--- config.mk ---
export PLATFORM = sky130hd
export DESIGN_NAME = reg_add_hold
export DESIGN_NICKNAME = d
export VERILOG_FILES = /design/src/rtl/reg_add_hold.sv
export SDC_FILE = /design/constraint.sdc
export NUM_CORES = 1
export LEC_CHECK = 0
export CORE_MARGIN = 2
export CORE_UTILIZATION = 45
export DETAILED_ROUTE_END_ITERATION = 10
export GPL_ROUTABILITY_DRIVEN = 0
export PLACE_DENSITY = 0.86
export SYNTH_ARGS = -nofsm -noshare
export SYNTH_HDL_FRONTEND = slang
export SYNTH_SLANG_ARGS = --single-unit
export TNS_END_PERCENT = 20
--- constraint.sdc ---
create_clock -name CLK -period 1.7 [get_ports CLK]
set_input_delay 0.34 -clock CLK [delete_from_list [all_inputs] [get_ports CLK]]
set_output_delay 0.34 -clock CLK [all_outputs]
set_load 0.02 [all_outputs]
--- src/rtl/reg_add_hold.sv ---
// Adder hold register (ADD): latches the ALU result and drives it onto the ADL bus
// and onto the SB bus through independently enabled output registers.
module reg_add_hold (
  input  logic       CLK,
  input  logic       RST_N,
  input  logic       ALU_LOAD,
  input  logic       ADL_BUS_ENABLE,
  input  logic       SB_L_BUS_ENABLE,
  input  logic       SB_H_BUS_ENABLE,
  input  logic [7:0] ALU_DATA,
  output logic [7:0] ADL_BUS,
  output logic [7:0] SB_BUS
);

  logic [7:0] hold_q;
  logic [7:0] adl_q;
  logic [6:0] sb_lo_q;
  logic       sb_hi_q;

  // Hold register: only ALU_LOAD moves it, so ALU_DATA glitches are invisible.
  always_ff @(posedge CLK or negedge RST_N) begin
    if (!RST_N) begin
      hold_q <= 8'h00;
    end else if (ALU_LOAD) begin
      hold_q <= ALU_DATA;
    end
  end

  // All output registers read hold_q, i.e. the value from before this edge,
  // so a same-edge load only becomes visible after a later enable.
  always_ff @(posedge CLK or negedge RST_N) begin
    if (!RST_N) begin
      adl_q <= 8'h00;
    end else if (ADL_BUS_ENABLE) begin
      adl_q <= hold_q;
    end
  end

  // SB is split so bit 7 can be written separately from bits 6:0.
  always_ff @(posedge CLK or negedge RST_N) begin
    if (!RST_N) begin
      sb_lo_q <= 7'h00;
    end else if (SB_L_BUS_ENABLE) begin
      sb_lo_q <= hold_q[6:0];
    end
  end

  always_ff @(posedge CLK or negedge RST_N) begin
    if (!RST_N) begin
      sb_hi_q <= 1'b0;
    end else if (SB_H_BUS_ENABLE) begin
      sb_hi_q <= hold_q[7];
    end
  end

  assign ADL_BUS = adl_q;
  assign SB_BUS  = {sb_hi_q, sb_lo_q};

endmodule

==> flow_summary.yaml <==
detailed_routing:
  viasPerCell: 4.70
  route.detailed.drc: 0
  dr.pass1.iters: 4
  wire_per_inst_um: 15.0
  drt_iter0_markers: 5
  drt_wl_total_um: 1700
  ant_nets: 0
  vias: 531
run_status:
  status: "complete, no violations"
yosys:
  synth_top_family_by_area: "multiplexers"
  yosysSeqAreaShare_pct: 60.2
  ys_top_cells_by_area: "dfrtp_1, mux2_4, buf_6"
  synth.distinct_cells: 5
  synth_top_cell_by_area: "dfrtp_1"
  yosysWarnings: 0
  synth-seq-cells: 24
  yosys.area_share.simple_pct: 0
  synth_top_area_share_pct: 60.2
  syn_nets: 66
  synth_compound_area_share_pct: 0
  syn_avg_cell_area_um2: 19.2
  synth-xor-area-share_pct: 0
  syn-cell-area_um2: 998
  synth_cells: 52
  synth_adder_area_share_pct: 0
  synth_mux_area_share_pct: 35.7
clock_tree:
  cts_setup_buffers: 0
  clockRootBuffer: "clkbuf_4"
  path_clk_slew_ns: 0.12
  cts_max_level: 1
  cts.sinks: 24
  cts_made_buffers: 3
  cts_tree: "yes"
  insertion_delay_ns: 0.31
  cts_buffer_depth: 2
grt:
  grt_max_degree: 25
  globalRouteOverflowTotal: 0
  track_usage_pct: 15.1
  grt_pass1_vias: 549
  grt_antenna_before_repair: 0
  grt_pass1_wl_um: 2730
die:
  fp.dieArea_um2: 2610
  initial_core_util_pct: 46.5
  rows: 17
  die_h_um: 51.1
  fp.dieW_um: 51.1
  core_area_um2: 2150
  ios: 30
setup_path:
  r2r_slack_ns: 0.88
  cp.depth: 1
  cp.arrival_ns: 1.30
  crit_family: "buffers and inverters"
  reg2reg_from: "hold_q[4]$_DFFE_PN0P_"
  critical_path_class: "reg2out"
  cp_data_required_time_ns: 1.36
  path_cells: "clkdlybuf4s50_1"
  slowest_stage: "clkdlybuf4s50_1"
  path_buf_inv: 1
  cp-startpoint: "sb_lo_q[3]$_DFFE_PN0P_"
  slowest_delay_ns: 0.61
  critPathLaunchType: "flip-flop"
  critPathMaxFanout: 2
  r2r.worst_path.cells: 1
  end_kind: "output pin"
final_layout:
  syn_to_final_growth_pct: 35.8
  drive_gt1_share_pct: 37.6
  fillers: 170
  layout.nets: 100
  n_antenna_cell: 0
  finish.utilization_pct: 63.1
hold_path:
  hold_path_class: "in2async"
timing:
  fin_crit_sh_pct: 96.3
  setup_viol: 0
  fmax_mhz: 611
  period_needed_ns: 1.64
  clock_skew_ns: 0.00645
  finalSetupTns_ns: 0
  whs_ns: 0.371
  tightest_slew_ns: 0.294
  maxSlewViolCount: 0
  relSlewSlack_pct: 80.4
  post-route-worst-setup-slack_ns: 0.0636
  timing.final.hold_violations: 0
  rsz0062_at_grt: "no"
pwr:
  leakagePower_nw: 0.656
  ir_worst_vdd_mv: 0.585
  p_per_area_nw_per_um2: 1000
placed_design:
  dp_slack_ns: 0.262
  io_buffers: 29
  dp_hpwl_um: 1220
flow_run:
  drv_cap: 0
layer usage:
metal,global-route usage [%],routed length [um],vias up
li1,-,-,248
met1,18.9,741,260
met2,24.0,835,19
met3,1.75,80,4
met4,10.8,39,0
met5,0,0,-
metrics by stage:
step	total power [mW]	area [um2]	cells
CTS	1.38	1350	113
floorplan	0.911	998	52
global placement	1.08	1310	109
detailed placement	1.09	1310	109
finish	1.36	1360	113
global route	1.43	1360	113
cell type report:
cell class,count,area (um2),area share [%]
tap,28,35.0,2.58
clock buffer,4,36.3,2.68
sequential,24,601,44.3
multi-input combinational,24,357,26.3
timing repair buffer,33,328,24.2
cell usage after synthesis:
library cell / n
mux2_2: 1
buf_4: 1
buf_6: 3
mux2_4: 23
dfrtp_1: 24
kinds of logic (layout without fill, tap and decap cells):
| kind of cell | Yosys count | in the layout |
|---|---|---|
| multiplexers | 24 | 24 |
| buffers and inverters | 4 | 37 |
| flip-flops | 24 | 24 |
final timing paths:
kind	end
max	SB_BUS[3]
min	ADL_BUS[7]$_DFFE_PN0P_
max reg2reg	hold_q[4]$_DFFE_PN0P_
min reg2reg	sb_lo_q[4]$_DFFE_PN0P_
max in group asynchronous	hold_q[2]$_DFFE_PN0P_
min in group CLK	sb_lo_q[4]$_DFFE_PN0P_
where the power goes:
group          switching [mW]  internal, mW
clock network           0.159         0.131
registers              0.0492         0.646
logic                   0.144         0.230
placed cells by master (no fill, tap or decap):
master and instances:
dlymetal6s2s_1 3, clkbuf_4 3, dfrtp_1 24, clkdlybuf4s50_1 26
buf_4 4, mux2_2 1, clkbuf_8 1, mux2_4 23
flip-flops by register name, indices dropped and copies added (netlist names):
signal / cells
sb_lo_q: 7
ADL_BUS: 8
sb_hi_q: 1
hold_q: 8
timing repair:
item / in CTS / in global routing
gates resized for setup: 0 / 3
endpoints found under the hold margin: 0 / 0
hold buffers: 0 / 0
endpoints found under the setup margin: 0 / 3
Power figures use the tool's default switching activity.
